`config.mk`:
```
export PLATFORM = sky130hd
export DESIGN_NAME = pipo_capture_display_scan
export DESIGN_NICKNAME = d
export VERILOG_FILES = /design/src/rtl/pipo_capture_display_scan.sv
export SDC_FILE = /design/constraint.sdc
export NUM_CORES = 1
export LEC_CHECK = 0
export CAP_MARGIN = 0
export CORE_ASPECT_RATIO = 0.75
export CORE_MARGIN = 2
export CORE_UTILIZATION = 40
export DETAILED_ROUTE_END_ITERATION = 10
export PLACE_DENSITY_LB_ADDON = 0.1
export SYNTH_ARGS = -nofsm -noshare
export SYNTH_HDL_FRONTEND = slang
export SYNTH_SLANG_ARGS = --single-unit
```
`constraint.sdc`:
```
create_clock -name clk -period 4.65 [get_ports clk]
set_clock_uncertainty 0.15 [all_clocks]
set_input_delay 1.1625 -clock clk [delete_from_list [all_inputs] [get_ports clk]]
set_output_delay 1.1625 -clock clk [all_outputs]
set_load 0.02 [all_outputs]
```
`src/rtl/pipo_capture_display_scan.sv`:
```
// pipo_capture_display_scan
// Captures a data word on the rising edge of a write-enable level or pulse and
// shows the held word as four hex digits on a multiplexed, active-low
// 7-segment display.
// Optional build macro: BLANK_LEADING_ZEROS_EN. When it is defined, leading
// zero digits (3..1) are blanked and digit 0 is always shown.
module pipo_capture_display_scan #(
    parameter int DATA_W         = 16,
    parameter int REFRESH_CYCLES = 10000
) (
    input  logic              clk,
    input  logic              rst,
    input  logic              we_i,
    input  logic [DATA_W-1:0] data_i,
    output logic [DATA_W-1:0] data_o,
    output logic              capture_o,
    output logic [3:0]        anodes_o,
    output logic [6:0]        segments_o
);

    localparam int              CNT_W    = (REFRESH_CYCLES > 2) ? $clog2(REFRESH_CYCLES) : 1;
    localparam logic [CNT_W-1:0] CNT_LAST = CNT_W'(REFRESH_CYCLES - 1);

    typedef enum logic [1:0] {DIG0, DIG1, DIG2, DIG3} scan_t;

    logic              r_we_q;
    logic [DATA_W-1:0] r_data;
    logic              r_capture;
    scan_t             r_state;
    logic [CNT_W-1:0]  r_cnt;
    logic [3:0]        r_anodes;
    logic [6:0]        r_segments;

    logic              w_capture;
    logic              w_wrap;
    logic [3:0]        w_nibble;
    logic              w_blank;

    // Active-low gfedcba pattern for one hex digit.
    function automatic logic [6:0] hex7(input logic [3:0] n);
        case (n)
            4'h0:    hex7 = 7'b1000000;
            4'h1:    hex7 = 7'b1111001;
            4'h2:    hex7 = 7'b0100100;
            4'h3:    hex7 = 7'b0110000;
            4'h4:    hex7 = 7'b0011001;
            4'h5:    hex7 = 7'b0010010;
            4'h6:    hex7 = 7'b0000010;
            4'h7:    hex7 = 7'b1111000;
            4'h8:    hex7 = 7'b0000000;
            4'h9:    hex7 = 7'b0010000;
            4'hA:    hex7 = 7'b0001000;
            4'hB:    hex7 = 7'b0000011;
            4'hC:    hex7 = 7'b1000110;
            4'hD:    hex7 = 7'b0100001;
            4'hE:    hex7 = 7'b0000110;
            default: hex7 = 7'b0001110;
        endcase
    endfunction

    // Rising edge of we_i; we_q resets high so a level already present at
    // reset release is not treated as a new event.
    assign w_capture = we_i & ~r_we_q;
    assign w_wrap    = (r_cnt == CNT_LAST);

    // Nibble for the digit currently being scanned.
    always_comb begin
        w_nibble = r_data[3:0];
        case (r_state)
            DIG0: w_nibble = r_data[3:0];
            DIG1: w_nibble = r_data[7:4];
            DIG2: w_nibble = r_data[11:8];
            DIG3: w_nibble = r_data[15:12];
            default: w_nibble = r_data[3:0];
        endcase
    end

`ifdef BLANK_LEADING_ZEROS_EN
    // A digit is blank when it and every more significant digit are zero;
    // digit 0 always shows so an all-zero word still reads "0".
    always_comb begin
        w_blank = 1'b0;
        case (r_state)
            DIG1: w_blank = (r_data[15:4]  == 12'h000);
            DIG2: w_blank = (r_data[15:8]  == 8'h00);
            DIG3: w_blank = (r_data[15:12] == 4'h0);
            default: w_blank = 1'b0;
        endcase
    end
`else
    assign w_blank = 1'b0;
`endif

    // Edge detector, word capture and one-cycle capture strobe.
    always_ff @(posedge clk or posedge rst) begin
        if (rst) begin
            r_we_q    <= 1'b1;
            r_data    <= '0;
            r_capture <= 1'b0;
        end else begin
            r_we_q    <= we_i;
            r_capture <= w_capture;
            if (w_capture)
                r_data <= data_i;
        end
    end

    // Scan FSM: refresh counter, digit state and registered display drive.
    always_ff @(posedge clk or posedge rst) begin
        if (rst) begin
            r_state    <= DIG0;
            r_cnt      <= '0;
            r_anodes   <= 4'b1111;
            r_segments <= 7'h7F;
        end else begin
            case (r_state)
                DIG0:    r_anodes <= 4'b1110;
                DIG1:    r_anodes <= 4'b1101;
                DIG2:    r_anodes <= 4'b1011;
                DIG3:    r_anodes <= 4'b0111;
                default: r_anodes <= 4'b1111;
            endcase
            r_segments <= w_blank ? 7'h7F : hex7(w_nibble);
            if (w_wrap) begin
                r_cnt <= '0;
                case (r_state)
                    DIG0:    r_state <= DIG1;
                    DIG1:    r_state <= DIG2;
                    DIG2:    r_state <= DIG3;
                    default: r_state <= DIG0;
                endcase
            end else begin
                r_cnt <= r_cnt + 1'b1;
            end
        end
    end

    assign data_o     = r_data;
    assign capture_o  = r_capture;
    assign anodes_o   = r_anodes;
    assign segments_o = r_segments;

endmodule

```
## Word level (Yosys, flattened, before mapping)

Memories as Yosys holds them, arrays and structs flattened. A register that Yosys moved wholly into a read port is not among the register bits.
Index checks and enable logic that the tools add are counted.

| cells by class | value |
|---|---|
| shift operators | 0 |
| $lt $le $gt $ge | 0 |
| $add $sub $neg | 1 |
| bitwise operators | 2 |
| reduce and logical (&&, ||, !) cells | 1 |
| multiply operators | 0 |
| equal/unequal tests | 4 |
| muxes and demuxes | 4 |
| divide/modulo/power cells | 0 |

Operator list:

| operator | number |
|---|---|
| $pmux W4 S4 | 2 |
| $add A14 B1 Y14 const B | 1 |
| $eq A14 B14 Y1 const B | 1 |
| $mux W14 | 1 |
| $pmux W2 S3 | 1 |
| $eq A2 B2 Y1 const B | 2 |
| $eq A2 B1 Y1 const B | 1 |
| $logic_not A2 Y1 | 1 |
| $and A1 B1 Y1 | 1 |
| $not A1 Y1 | 1 |

| word-level totals | value |
|---|---|
| bits in read-only memories | 112 |
| RAM bits | 0 |
| memories kept | 1 |
| register bits | 38 |
| bits in latches | 0 |
| word-level logic and storage cells | 19 |

Memories:

| name | depth | bits a word | rd ports | clocked after memory_dff | write ports | line | text |
|---|---|---|---|---|---|---|---|
| (no name shown) | 16 | 7 | 1 | 1 | 0 | 41 | `case (n)` |

## Logic depth before layout (Yosys ltp)

Gate-level depths: netlist of run 1.

| logic depth | value |
|---|---|
| depth in word-level cells | 2 |
| mapped depth | 9 |
| mapped depth without buffers | 9 |

## Worst setup path before layout of run 1

Ideal clock, no wire load.

| path | value |
|---|---|
| path kind | input -> register |
| start point | in we_i |
| end point | reg r_data[1] (netlist: data_o[1]) |
| buffers on the path | 2 |
| setup time | 0.125 ns |
| slack | 2.371 ns |
| stages on the path | 4 |
| arrival | 2.005 ns |
| cell sequence | nor2b_1 > buf_2 > buf_2 > mux2_2 |

| between the ends | value |
|---|---|
| cells in the longest elaborated chain, start to end | 1 |

Ends and longest elaborated chain:

| element | line | text |
|---|---|---|
| from (decl) | 13 | `input logic we_i,` |
| $and A1 B1 Y1 | 63 | `assign w_capture = we_i & ~r_we_q;` |
| net w_capture | 34 | `logic w_capture;` |
| to (signal assigned) | 104 | `r_data <= data_i;` |
| to (decl) | 27 | `logic [DATA_W-1:0] r_data;` |

The timed path passes the listed nets, and every way through them passes these cells.
A chain may end at the register's enable or synchronous reset.

## Worst setup path after layout of run 1

| path | value |
|---|---|
| start point | reg r_anodes[3] (netlist: anodes_o[3]) |
| end point | out anodes_o[3] |

RTL lines:

| element | line | text |
|---|---|---|
| from (decl) | 31 | `logic [3:0] r_anodes;` |
| from (signal assigned) | 113 | `r_anodes <= 4'b1111;` |
| from (signal assigned) | 117 | `DIG0: r_anodes <= 4'b1110;` |
| from (signal assigned) | 118 | `DIG1: r_anodes <= 4'b1101;` |
| to (decl) | 17 | `output logic [3:0] anodes_o,` |

No word-level cell between the ends.

==> results of run 1 <==
==> power by group <==
group / switching [mW] / internal (mW)
clock: 0.133 / 0.175
combinational: 0.109 / 0.113
sequential: 0.0204 / 0.435
==> cell type report <==
cell class	count	share of cell area, %
Clock inverter	1	1.11
Clock buffer	7	3.19
Multi-Input combinational cell	108	31.3
Sequential cell	45	42.1
Inverter	14	1.94
Timing Repair Buffer	48	17.5
Tap cell	60	2.77
==> through the flow <==
stage          instances  utilization (%)  setup slack (ns)
2_1_floorplan        172                -              2.30
4_1_cts              283             54.7              1.91
3_3_place_gp         275             52.3              2.02
3_5_place_dp         275             52.3              1.96
6_report             283             54.7              1.92
5_1_grt              283             54.7              1.81
==> layout by cell type, fill, tap and decap left out, types with 2 or more instances in the layout <==
master and n:
ha_1 11, o211ai_1 2, nor2_1 7, nor2b_1 2, nor3_1 2, nand3_1 4
clkbuf_8 6, dfstp_2 12, dfrtp_1 33, nand2_1 13, mux2i_1 10, buf_4 2
o21ai_0 6, and3_1 5, clkdlybuf4s50_1 46, a222oi_1 3, xor2_1 4, inv_1 12
o22ai_1 4, xnor2_1 6, nand4_1 2, mux2_2 16
==> worst max path at each step <==
stage | start | endpoint | slack [ns] | cells past startpoint
2_1_floorplan | rst | capture_o | 2.30 | 1
3_3_place_gp | we_i | data_o[4] | 2.02 | 4
3_5_place_dp | we_i | data_o[4] | 1.96 | 4
4_1_cts | anodes_o[3] | anodes_o[3] | 1.91 | 1
5_1_grt | r_state[0] | segments_o[0] | 1.81 | 6
6_report | anodes_o[3] | anodes_o[3] | 1.92 | 1
==> registers in the layout, summed over array words and instances (netlist names) <==
name,cells
segments_o,7
r_cnt,14
data_o,16
r_we_q,1
anodes_o,4
r_state,2
capture_o,1
==> layer usage <==
layer | vias to the layer above | wire length, um | global-route usage (%) | share of wire, %
met4 | 0 | 62 | 6.15 | 1.5
met1 | 699 | 2020 | 22.9 | 47
met5 | - | 0 | 0 | 0
met3 | 7 | 313 | 6.74 | 7.4
li1 | 691 | - | - | -
met2 | 50 | 1860 | 25.6 | 44
==> cell families after synthesis <==
logic type / after synthesis
compound gates: 19
xor+xnor: 10
fa+ha+maj: 11
buf+inv: 19
flops: 45
mux: 26
simple gates: 42
==> results by group, run 1 <==
Yosys
  • Syn. warnings: 0
  • Synthesized area: 2070 sq um
  • Top cell type's share of synthesized area: about two fifths
  • Synth Area in Compound Gates: roughly 6.3%
  • Sequential fraction of the synthesis area: between 50% and 60%
  • Largest family of logic cells by synthesized area: multiplexers
  • FFs w/ async S/R, synth: 100%
  • Commonest cells post-synth: 33 x dfrtp_1, 16 x mux2_2, 13 x inv_1, 13 x nand2_1, 12 x dfstp_2
  • Post-synth top area cell: dfrtp_1
  • Cells after Synth: 172
  • Synth Area in Adders: 6.63%
  • Synth top area cells: dfrtp_1 40%, dfstp_2 15%, mux2_2 8.7%
  • Syn Nets: 202
  • Simple-gate portion of the synthesized area: between 10% and 20%
  • Top-count cell post-synth: dfrtp_1
  • Mean area per synthesized cell: 12.1 sq um
  • EDFF count, synth: 0
  • Synthesis-stage register bit count: 45
  • Netlist cell types: 33
  • Main synth FF type: dfrtp_1
  • Mux contribution to synthesized area: roughly 14%
  • XOR/XNOR Fraction of Synth Area: 4.22%

Drt
  • Post-route ant nets: 0
  • Via count: approximately 1,400
  • Vias per std cell: 5.11
  • First-pass DRT Iterations: 5
  • DRC Markers: 0
  • WL/cell: 15.0 um
  • Final wirelength: around 4300 um
  • Drt first-iter violations: between 90 and 100

Clock tree
  • Clock Sinks: 45
  • CTS tree: yes
  • Num CTS Buffers: 5
  • Root cell of the clock tree: clkbuf_8
  • Post-CTS Resized: 0
  • Clock buffer depth: 2
  • Clock-pin slew on the worst setup and hold paths: 0.08 ns
  • Clock H-tree levels: 2
  • Clk Latency, worst-skew pair: roughly 0.3 ns
  • Postcts setup bufs: 0
  • CTS hold repair buffers: 0

Layout
  • Share of cells above drive strength 1: 17.5%
  • Diodes inserted: 0
  • Final Cell Area: between 2000 and 3000 sq um
  • Synth-to-Final Area Change: 30.6%
  • Final #Nets: 252
  • Area of the multi-input gates: 850 sq um
  • Register area: between 1000 and 1500 sq um
  • Fillers: 420

Place
  • Placed cell area: 2590 sq um
  • Post-detail-place hpwl: 2990 um
  • PortBufs: 46
  • Routability congestion estimate: 0.817

Setup path
  • Crit-path leading delay family: buffers and inverters
  • Max stage delay on crit path: 0.59 ns
  • Worst Reg-to-Reg Cells: 6
  • CP max FO: 1
  • Critical Setup Path Class: reg2out
  • CP cell instances: clkdlybuf4s50_1
  • Reg2reg setup slack: 2.04 ns
  • Req. time, crit path: 3.34 ns
  • Crit path DAT: around 1.4 ns
  • Buf/Inv on CP: 1
  • Worst Setup End Kind: output port
  • Crit path launch type: flop
  • CP max-delay cell: clkdlybuf4s50_1
  • Worst R2R End: segments_o[0]
  • Reg-to-Reg Start: r_state[0]

Power
  • Final total power: slightly below 1 mW
  • Leakage: 1.17 nW
  • PwrDens: 364 nW/um^2
  • VDD IR-drop max: roughly 0.24 mV

Worst hold path
  • WHS Endpoint: r_cnt[0]
  • HP Start: r_cnt[0]
  • Hold Crit Class: reg2reg
  • Hold Crit Depth: 1

STA
  • Max Fclk: roughly 0.37 GHz
  • Final Hold Viols: 0
  • RSZ-0062 raised after global routing: no
  • Slew headroom: 18.2%
  • Worst-Margin Slew: 1.23 ns
  • Minimum clock period: between 2 and 3 ns
  • Max Slew Vio Count: 0
  • # setup viols final: 0
  • Hold slack: 0.328 ns
  • Post-Route Setup TNS: 0 ns
  • Tcrit/Tclk final: 58.6%

Floorplan
  • Boundary pin count: 47
  • Die H: 66.4 um
  • Initial Utilization: between 40% and 50%
  • Die X: 87.2 um
  • Site row count: 22
  • CORE AREA: slightly below 5000 sq um
  • Full die area: 5780 sq um

Global routing
  • First-pass GRT wire length: ~7500 um
  • Total GRT Usage: 17.2%
  • Total gr overflow: 0
  • Vias in the first global route: 1,573
  • Antenna violations before repair: 0
  • Largest net degree at the start of global routing: 46

Flow run
  • Max_cap viols: 0

Status
  • Outcome: finished clean
(Power assumes the default switching activity.)
==> run 2: changes to the inputs <==
==> constraint.sdc (replaced) <==
create_clock -name clk -period 2.84 [get_ports clk]
set_clock_uncertainty 0.15 [all_clocks]
set_input_delay 0.71 -clock clk [delete_from_list [all_inputs] [get_ports clk]]
set_output_delay 0.71 -clock clk [all_outputs]
set_load 0.02 [all_outputs]
==> run 2 against run 1 <==
Net effect: first-iteration DRC count shrank 48%; sequential share of layout area barely moved; setup slack worse by 1.5 ns; clock power rose by 31%; non-clock buffer count up 2; die area is the same; critical endpoint is now segments_o[0]; largest power group unchanged.
==> results by group, run 2 (same netlist as run 1, synthesis figures left out) <==
Status
  • Outcome: finished clean

Power
  • Leakage: 1.17 nW
  • Power Internal: 1.10 mW
  • Net Sw Frac: 27.7%
  • Sw power: approximately 0.42 mW
  • Logic gate share of total power: 24.3%
  • PwrDens: about 560 nW/um^2
  • Final total power: 1.52 mW
  • Sequential power share: 49.1%
  • VDD IR-drop max: approximately 0.25 mV
  • Clk pwr share: 26.6%

Drt
  • Vias per std cell: ~5.1
  • Final wirelength: 4210 um
  • First-pass DRT Iterations: 4
  • WL/cell: 14.8 um
  • Via count: 1,449
  • Post-route ant nets: 0
  • Drt first-iter violations: 50
  • DRC Markers: 0

STA
  • Post-Route Setup TNS: 0 ns
  • Tcrit/Tclk final: 85.7%
  • Max Fclk: ~0.41 GHz
  • Slew headroom: 58.4%
  • Worst-Margin Slew: 0.620 ns
  • RSZ-0062 raised after global routing: no
  • Final WS setup: just over 0.4 ns
  • Minimum clock period: between 2 and 2.5 ns
  • Final Hold Viols: 0
  • # setup viols final: 0
  • Max Slew Vio Count: 0

Setup path
  • Critical Setup Path Class: reg2reg
  • CP cell instances: inv_1 -> ha_1 -> a22oi_1 -> nand2_1 -> mux2i_1 -> inv_1 -> ha_1 -> and3_1 -> a221o_1
  • Crit-path leading delay family: adder cells
  • CP startpoint: r_state[1]
  • Worst Setup End Kind: flop
  • CP max-delay cell: dfrtp_1
  • Req. time, crit path: 2.92 ns
  • Crit path launch type: flop
  • Reg-to-Reg Start: r_state[1]
  • Max stage delay on crit path: 0.38 ns
  • Buf/Inv on CP: 2
  • Crit path DAT: 2.51 ns
  • CP max FO: 5

Global routing
  • Total gr overflow: 0
  • Antenna violations before repair: 0
  • Largest net degree at the start of global routing: 20
  • Vias in the first global route: 1,473
  • Total GRT Usage: approximately 16%
  • First-pass GRT wire length: 7050 um

Place
  • PortBufs: between 40 and 50
  • Routability congestion estimate: around 0.9
  • Pre-CTS setup slack: 0.433 ns
  • Post-detail-place hpwl: 3140 um

Clock tree
  • Clock buffer depth: 2
  • Post-CTS Resized: 0
  • Clk Latency, worst-skew pair: 0.29 ns
  • Clock-pin slew on the worst setup and hold paths: 0.08 ns
  • CTS tree: yes
  • CTS hold repair buffers: 0
  • Num CTS Buffers: 5
  • Postcts setup bufs: 0
  • Root cell of the clock tree: clkbuf_8
  • Clock H-tree levels: 2
  • Clock Sinks: 45

Floorplan
  • Die H: roughly 66 um
  • Site row count: 22
  • Boundary pin count: 47
  • Initial Utilization: 41.9%
  • Die X: a little under 90 um
  • Full die area: 5780 sq um
  • CORE AREA: 4950 sq um

Layout
  • Diodes inserted: 0
  • Number of flip-flops in the largest register: 16
  • Final #Nets: 254
  • Register area: 1140 sq um
  • Area of the multi-input gates: about 850 sq um
  • Fillers: 421
  • Commonest non-fill, non-tap cell in the layout: clkdlybuf4s50_1
  • Most used cells in the layout excluding fill and tap cells: 46 x clkdlybuf4s50_1, 33 x dfrtp_1, 16 x mux2_2
  • Synth-to-Final Area Change: 30.7%
  • Share of cells above drive strength 1: 17.8%

Worst hold path
  • HP Start: r_cnt[0]
  • Hold Crit Class: reg2reg

Flow run
  • Max_cap viols: 0
## run 2: cell types whose count changed in the layout (fill, tap and decap cells not counted)
cell       delta
buf_12        +1
buf_4         +1
bufinv_16     -1
clkbuf_1      +1
## run 2: cell type report
| type | instances | area share, % |
|---|---|---|
| clock buffer | 8 | 3.32 |
| inverter | 14 | 1.94 |
| multi-input combinational | 108 | 31.3 |
| sequential | 45 | 42.1 |
| tap | 60 | 2.77 |
| timing repair buffer | 50 | 18.6 |
## run 2: final timing paths
check,cells past startpoint,endpoint,slack [ns]
worst max-delay path,9,segments_o[0],0.41
worst min-delay path,1,r_cnt[0],0.32
worst max register to register,9,segments_o[0],0.41
worst min register to register,1,r_cnt[0],0.32
max in group asynchronous,3,anodes_o[3],1.35
min in group asynchronous,2,data_o[4],0.57
## run 2: power groups by stage
stage	sequential [mW]	combinational [mW]	clock, mW
finish	0.748	0.370	0.404
global placement	0.761	0.365	0
global route	0.755	0.398	0.446
CTS	0.749	0.373	0.421
detailed placement	0.760	0.371	0
floorplan	0.825	0.131	0
## run 2: worst reg2reg max path, cell delays in order, from the launching register on
cell and delay [ns]:
dfrtp_1 0.38, inv_1 0.09, ha_1 0.25, a22oi_1 0.20, nand2_1 0.07, mux2i_1 0.36, inv_1 0.17, ha_1 0.27
and3_1 0.15, a221o_1 0.26
## run 2: per-stage QoR
step | utilization, % | area, sq um | hold WS (ns) | cells
after global routing | 54.7 | 2710 | 0.348 | 285
after CTS | 54.7 | 2710 | 0.316 | 285
after global placement | 52.9 | 2620 | 0.298 | 277
after floorplan | - | 2070 | 0.283 | 172
after detailed placement | 52.9 | 2620 | 0.305 | 277
final | 54.7 | 2710 | 0.318 | 285
## run 2: layer usage
layer  routed length, um  global-route usage, %
met4                  69                   6.35
met1                2020                   22.5
met2                1840                   23.7
met5                   0                      0
met3                 271                   4.74
==> run 3: changes to the inputs <==
--- a/config.mk
+++ b/config.mk
@@ -14,3 +14,4 @@
 export SYNTH_ARGS = -nofsm -noshare
 export SYNTH_HDL_FRONTEND = slang
 export SYNTH_SLANG_ARGS = --single-unit
+export TNS_END_PERCENT = 10
==> results of run 3 <==
No change in the layout: final DEF, timing and power equal those of run 2.
==> RTL change 1, RTL diff (config.mk and constraints of run 2) <==
Encoding of `scan_t`: now one-hot (4 bits for 4 values).
--- a/src/rtl/pipo_capture_display_scan.sv
+++ b/src/rtl/pipo_capture_display_scan.sv
@@ -22,5 +22,5 @@
     localparam logic [CNT_W-1:0] CNT_LAST = CNT_W'(REFRESH_CYCLES - 1);
 
-    typedef enum logic [1:0] {DIG0, DIG1, DIG2, DIG3} scan_t;
+    typedef enum logic [3:0] {DIG0 = 4'b0001, DIG1 = 4'b0010, DIG2 = 4'b0100, DIG3 = 4'b1000} scan_t;
 
     logic              r_we_q;
Behaviour: same outputs for any inputs over 10 cycles, from zero or initial values and one cycle with rst high; not proved beyond that.
==> RTL change 1 against run 2 <==
Design area rose by 13%; non-clock buffer count rose by 6; clock power fell by 5.9%; synthesized area rose by 16%; total power rose by 3.0%; worst setup slack got worse by 0.17 ns; critical path depth fell by 1; routed wire length rose by 20%; maximum frequency fell by 6.4%; worst hold slack improved by 0.0092 ns; final cell count rose by 20%; sequential power rose by 5.7%; die area rose by 15%; sequential cell count rose by 2; largest cell class unchanged.
==> RTL change 1: results (changes against run 2) <==
| Metric | Value |
|---|---|
| Worst skew pair latency | `0.29 ns (about the same)` |
| Filler Cell Count | `514 (+22%)` |
| Comb pwr share | `25.2% (+0.9 points)` |
| Int Power | `0.001125 W (+2.3%)` |
| CTS max path bufs | `2 (unchanged)` |
| Initial DRC Count | `144 (+190%)` |
| Leak pwr | `1.260 nW (+7.5%)` |
| Final Instance Count excl. Fillers | `343 (+20%)` |
| Post-Place Setup Slack | `0.2831 ns (-0.1494 ns)` |
| Placement Cell Area | `2990 um^2 (+14%)` |
| Final hold viol count | `0 (unchanged)` |
| DP Wirelength | `3.810 mm (+22%)` |
| M1 GR Usage | `27.12% (+4.6 points)` |
| Worst-path clk slew | `0.08 ns (about the same)` |
| Setup tns final | `0 ns (unchanged)` |
| Syn Nets | `236 (+17%)` |
| Routed length per instance | `14.67 um (-0.59%)` |
| Yosys cell types | `57 (+73%)` |
| Clock group | `0.000380 W (-5.9%)` |
| Sequential cell area fraction in the yosys report | `49.74% (-5.3 points)` |
| Max_slew headroom | `63.02% (+4.6 points)` |
| Post-CTS sizing | `0 (unchanged)` |
| 1st-pass router iterations | `4 (unchanged)` |
| First-pass GRT wire length | `8.549 mm (+21%)` |
| GRT Total Usage | `16.29% (+0.13 points)` |
| Fraction of registers with async set/reset | `100.0% (unchanged)` |
| Met2 GRT Util | `21.58% (-2.1 points)` |
| H-Tree Level Count | `2 (unchanged)` |
| Syn Inst Count | `210 (+22%)` |
| Met3 GRT Util | `3.408% (-1.3 points)` |
| Clock group share of total power | `24.3% (-2.3 points)` |
| Number of global-route vias before repair | `1,710 (+16%)` |
| Largest net degree at the start of global routing | `28 (+40%)` |
| Synth cell count leaders | `dfrtp_1 (34), mux2_2 (16), dfstp_2 (13), nand2_1 (13), nor2_1 (11)` |
| Share of cells above drive strength 1 | `21.51% (+3.7 points)` |
| CP Max Fanout | `17 (+12)` |
| GPL Wtd Cong | `0.8805 (-0.62%)` |
| Max IR drop VDD | `0.3328 mV (+35%)` |
| Synth warn | `0 (unchanged)` |
| Crit path DAT | `2.67 ns (+0.16 ns)` |
| Vias | `1,759 (+21%)` |
| Run status | `completed` |
| Ranking of synthesized cells by area | `dfrtp_1 (35%), dfstp_2 (14%), mux2_2 (7.5%)` |
| Fin nets | `290 (+14%)` |
| Clock root cell | `clkbuf_8` |
==> RTL change 1: cell count changes after synthesis, moves of 4 or more <==
cell	before	now
mux2i_1	10	2
nor4_1	1	5
inv_1	13	9
ha_1	11	7
or4b_1	0	4
nor2_1	7	11
==> RTL change 1: final timing paths <==
kind / start / to / slack (ns) / depth (start not counted)
worst max-delay path: r_state[2] / segments_o[0] / 0.24 / 8
worst min-delay path: r_cnt[13] / r_cnt[13] / 0.33 / 1
worst max register to register: r_state[2] / segments_o[0] / 0.24 / 8
worst min register to register: r_cnt[13] / r_cnt[13] / 0.33 / 1
max in group asynchronous: rst / segments_o[5] / 1.37 / 3
min in group asynchronous: rst / data_o[9] / 0.60 / 2
==> RTL change 1: critical path: stages, from the launching register on <==
cell and delay, ns:
dfrtp_1 0.57, o21ai_1 0.22, o211ai_2 0.16, a221oi_2 0.33
inv_1 0.13, ha_1 0.28, and3_1 0.17, a41o_1 0.20
a311o_1 0.32
==> RTL change 1: layout make-up <==
type	count	area [um^2]	share of cell area, %
clock buffers	7	76.32	2.485
inverters	9	33.78	1.100
repair buffers	56	548.0	17.84
well taps	78	97.59	3.177
clock inverters	1	5.005	0.1629
flip-flops and latches	47	1192	38.82
multi-input cells	145	1119	36.42
==> RTL change 1: cell families after synthesis <==
| family | synth area share (%) |
|---|---|
| buffers and inverters | 3.601 |
| AO/OA/AOI/OAI | 12.68 |
| XOR/XNOR | 4.384 |
| flip-flops | 49.74 |
| multiplexers | 8.351 |
| adder cells (fa/ha/maj) | 3.653 |
| AND/OR/NAND/NOR | 17.59 |
==> RTL change 1: per-layer routing <==
metal | vias up | part of all wire (%)
li1 | 888 | -
met4 | 0 | 0.26
met5 | - | 0
met2 | 43 | 40
met1 | 826 | 55
met3 | 2 | 5.3
==> RTL change 2, RTL diff (config.mk and constraints of run 2) <==
Made on the original files. `REFRESH_CYCLES`: 10000 -> 20000.
--- a/src/rtl/pipo_capture_display_scan.sv
+++ b/src/rtl/pipo_capture_display_scan.sv
@@ -7,5 +7,5 @@
 module pipo_capture_display_scan #(
     parameter int DATA_W         = 16,
-    parameter int REFRESH_CYCLES = 10000
+    parameter int REFRESH_CYCLES = 20000
 ) (
     input  logic              clk,
Function: same outputs for any inputs over 10 cycles, from zero or initial values and one cycle with rst high; that may be too few to reach the edited logic, so the function may still have changed.
==> RTL change 2 against run 2 <==
Worst hold slack improved by 0.037 ns; total power rose by 6.5%; largest power group unchanged; routed wire length grew 5.1%; sequential cell count is 1 higher; synthesized area grew 3.0%; die area rose by 2.9%; worst setup slack got worse by 0.0058 ns; count of clock-buffer cells in the layout shrank 2; sequential share of layout area is 0.59 points lower; design area increased by 3.6%.
==> RTL change 2: results (changes against run 2) <==
| Metric | Value |
|---|---|
| Initial DRC Count | `69 (+38%)` |
| Filler Cell Count | `458 (+8.8%)` |
| Yosys cell types | `37 (+12%)` |
| Syn Nets | `209 (+3.5%)` |
| Post-Place Setup Slack | `0.4409 ns (+0.008396 ns)` |
| Post-route ant nets | `0 (unchanged)` |
| Share of cells above drive strength 1 | `18.53% (+0.76 points)` |
| Post-CTS setup buffers | `0 (unchanged)` |
| End of the worst hold path | `r_cnt[0]` |
| Worst-path clk slew | `0.08 ns (about the same)` |
| Largest register FFs | `16 (unchanged)` |
| Fraction of registers with async set/reset | `100.0% (unchanged)` |
| Placement Cell Area | `2698 um^2 (+2.9%)` |
| Post-Route WL | `4.422 mm (+5.1%)` |
| GPL Wtd Cong | `0.8296 (-6.4%)` |
| Antenna diodes | `0 (unchanged)` |
| Worst R2R Path Depth | `8 (-1)` |
| Reg-to-Reg End | `segments_o[0]` |
| Fin nets | `262 (+3.1%)` |
| Largest net degree at the start of global routing | `47 (+140%)` |
| Crit path DAT | `2.52 ns (about the same)` |
| 1st-pass router iterations | `5 (+1)` |
| Worst skew pair latency | `0.30 ns` |
| H-Tree Level Count | `2 (unchanged)` |
| CP Max Fanout | `5 (unchanged)` |
| Ranking of synthesized cells by area | `dfrtp_1 (40%), dfstp_2 (15%), mux2_2 (8.4%)` |
| Reg2reg start | `r_state[0]` |
| Hold Crit Start | `r_cnt[0]` |
| R2R setup slack | `between 0.4 and 0.5 ns` |
| Clock root cell | `clkbuf_8` |
| Max IR drop VDD | `0.2318 mV (-6.3%)` |
| Sequential cell area fraction in the yosys report | `54.57% (-0.44 points)` |
| Avg Vias per Cell | `4.941 (-2.8%)` |
| DP Wirelength | `3.262 mm (+4.0%)` |
| Initial antenna violation count | `0 (unchanged)` |
| Run status | `completed` |
| GRT Total Usage | `16.55% (+0.38 points)` |
| Number of global-route vias before repair | `1,596 (+8.4%)` |
| Actual slew at the worst max-slew pin | `0.5529 ns (-0.06701 ns)` |
| Hold path cells | `1 (unchanged)` |
| Total CTS buffers | `5 (unchanged)` |
| Post-CTS sizing | `0 (unchanged)` |
| CTS max path bufs | `2 (unchanged)` |
| Synth cell count leaders | `dfrtp_1 (34), mux2_2 (16), nand2_1 (14)` |
| PortBufs | `46 (unchanged)` |
| Leak pwr | `1.178 nW (+0.49%)` |
| Synth warn | `0 (unchanged)` |
| Hold crit path type | `reg2reg` |
| First-pass GRT wire length | `7.396 mm (+4.9%)` |
==> RTL change 2: worst max-delay path by stage <==
stage | from | slack, ns | end | depth (start not counted)
floorplan | r_state[0] | 0.68 | segments_o[0] | 8
global placement | r_state[0] | 0.56 | segments_o[0] | 8
detailed placement | r_state[0] | 0.44 | segments_o[0] | 8
CTS | r_state[0] | 0.43 | segments_o[0] | 8
global route | r_state[1] | 0.27 | segments_o[0] | 9
finish | r_state[0] | 0.40 | segments_o[0] | 8
==> RTL change 2: worst max-delay path, stage by stage (launching register included) <==
cell and delay, ns:
dfrtp_1 0.42, ha_1 0.29, a22oi_1 0.23, nand2_1 0.07, mux2i_1 0.35, inv_1 0.17, ha_1 0.28, and3_1 0.15
a221o_1 0.25
==> RTL change 2: cells by family (layout without fill, tap and decap cells) <==
| family | Yosys count | in the layout | synth area share [%] |
|---|---|---|---|
| buffers and inverters | 18 | 71 | 3.571 |
| adders and majority gates | 11 | 11 | 6.440 |
| xor gates and xnor gates | 11 | 11 | 4.508 |
| and+or+nand+nor | 46 | 46 | 11.36 |
| AOI/OAI and AO/OA | 22 | 22 | 6.909 |
| DFF | 46 | 46 | 54.57 |
| muxes | 25 | 25 | 12.65 |
==> RTL change 2: power breakdown <==
part | leakage, nW | internal (W) | switching, W | total [W]
Combinational | 0.571 | 0.000185 | 0.000179 | 0.000363
Sequential | 0.550 | 0.000727 | 0.0000356 | 0.000762
Clock | 0.0573 | 0.000282 | 0.000214 | 0.000495
==> RTL change 2: area by class of cell <==
type,instances,area [um^2],area share [%]
Clock inverter,1,30.03,1.069
Inverter,14,52.55,1.870
Clock buffer,6,82.58,2.939
Timing Repair Buffer,50,490.5,17.45
Multi-Input combinational cell,115,894.6,31.83
Sequential cell,46,1166,41.50
Tap cell,75,93.84,3.339
==> RTL change 2: metrics by stage <==
step	util, %	hold WS (ns)	cells
4_1_cts	53.65	0.3541	307
3_3_place_gp	51.51	0.3237	300
5_1_grt	53.65	0.3646	307
3_5_place_dp	51.51	0.3280	300
6_report	53.65	0.3551	307
2_1_floorplan	-	0.3016	179
==> RTL change 2: per-layer routing <==
metal / track usage (%) / wire (um) / vias up
met3: 4.401 / 169 / 7
li1: - / - / 726
met2: 26.03 / 2103 / 28
met1: 21.83 / 2076 / 756
met5: 0 / 0 / -
met4: 6.818 / 73 / 0
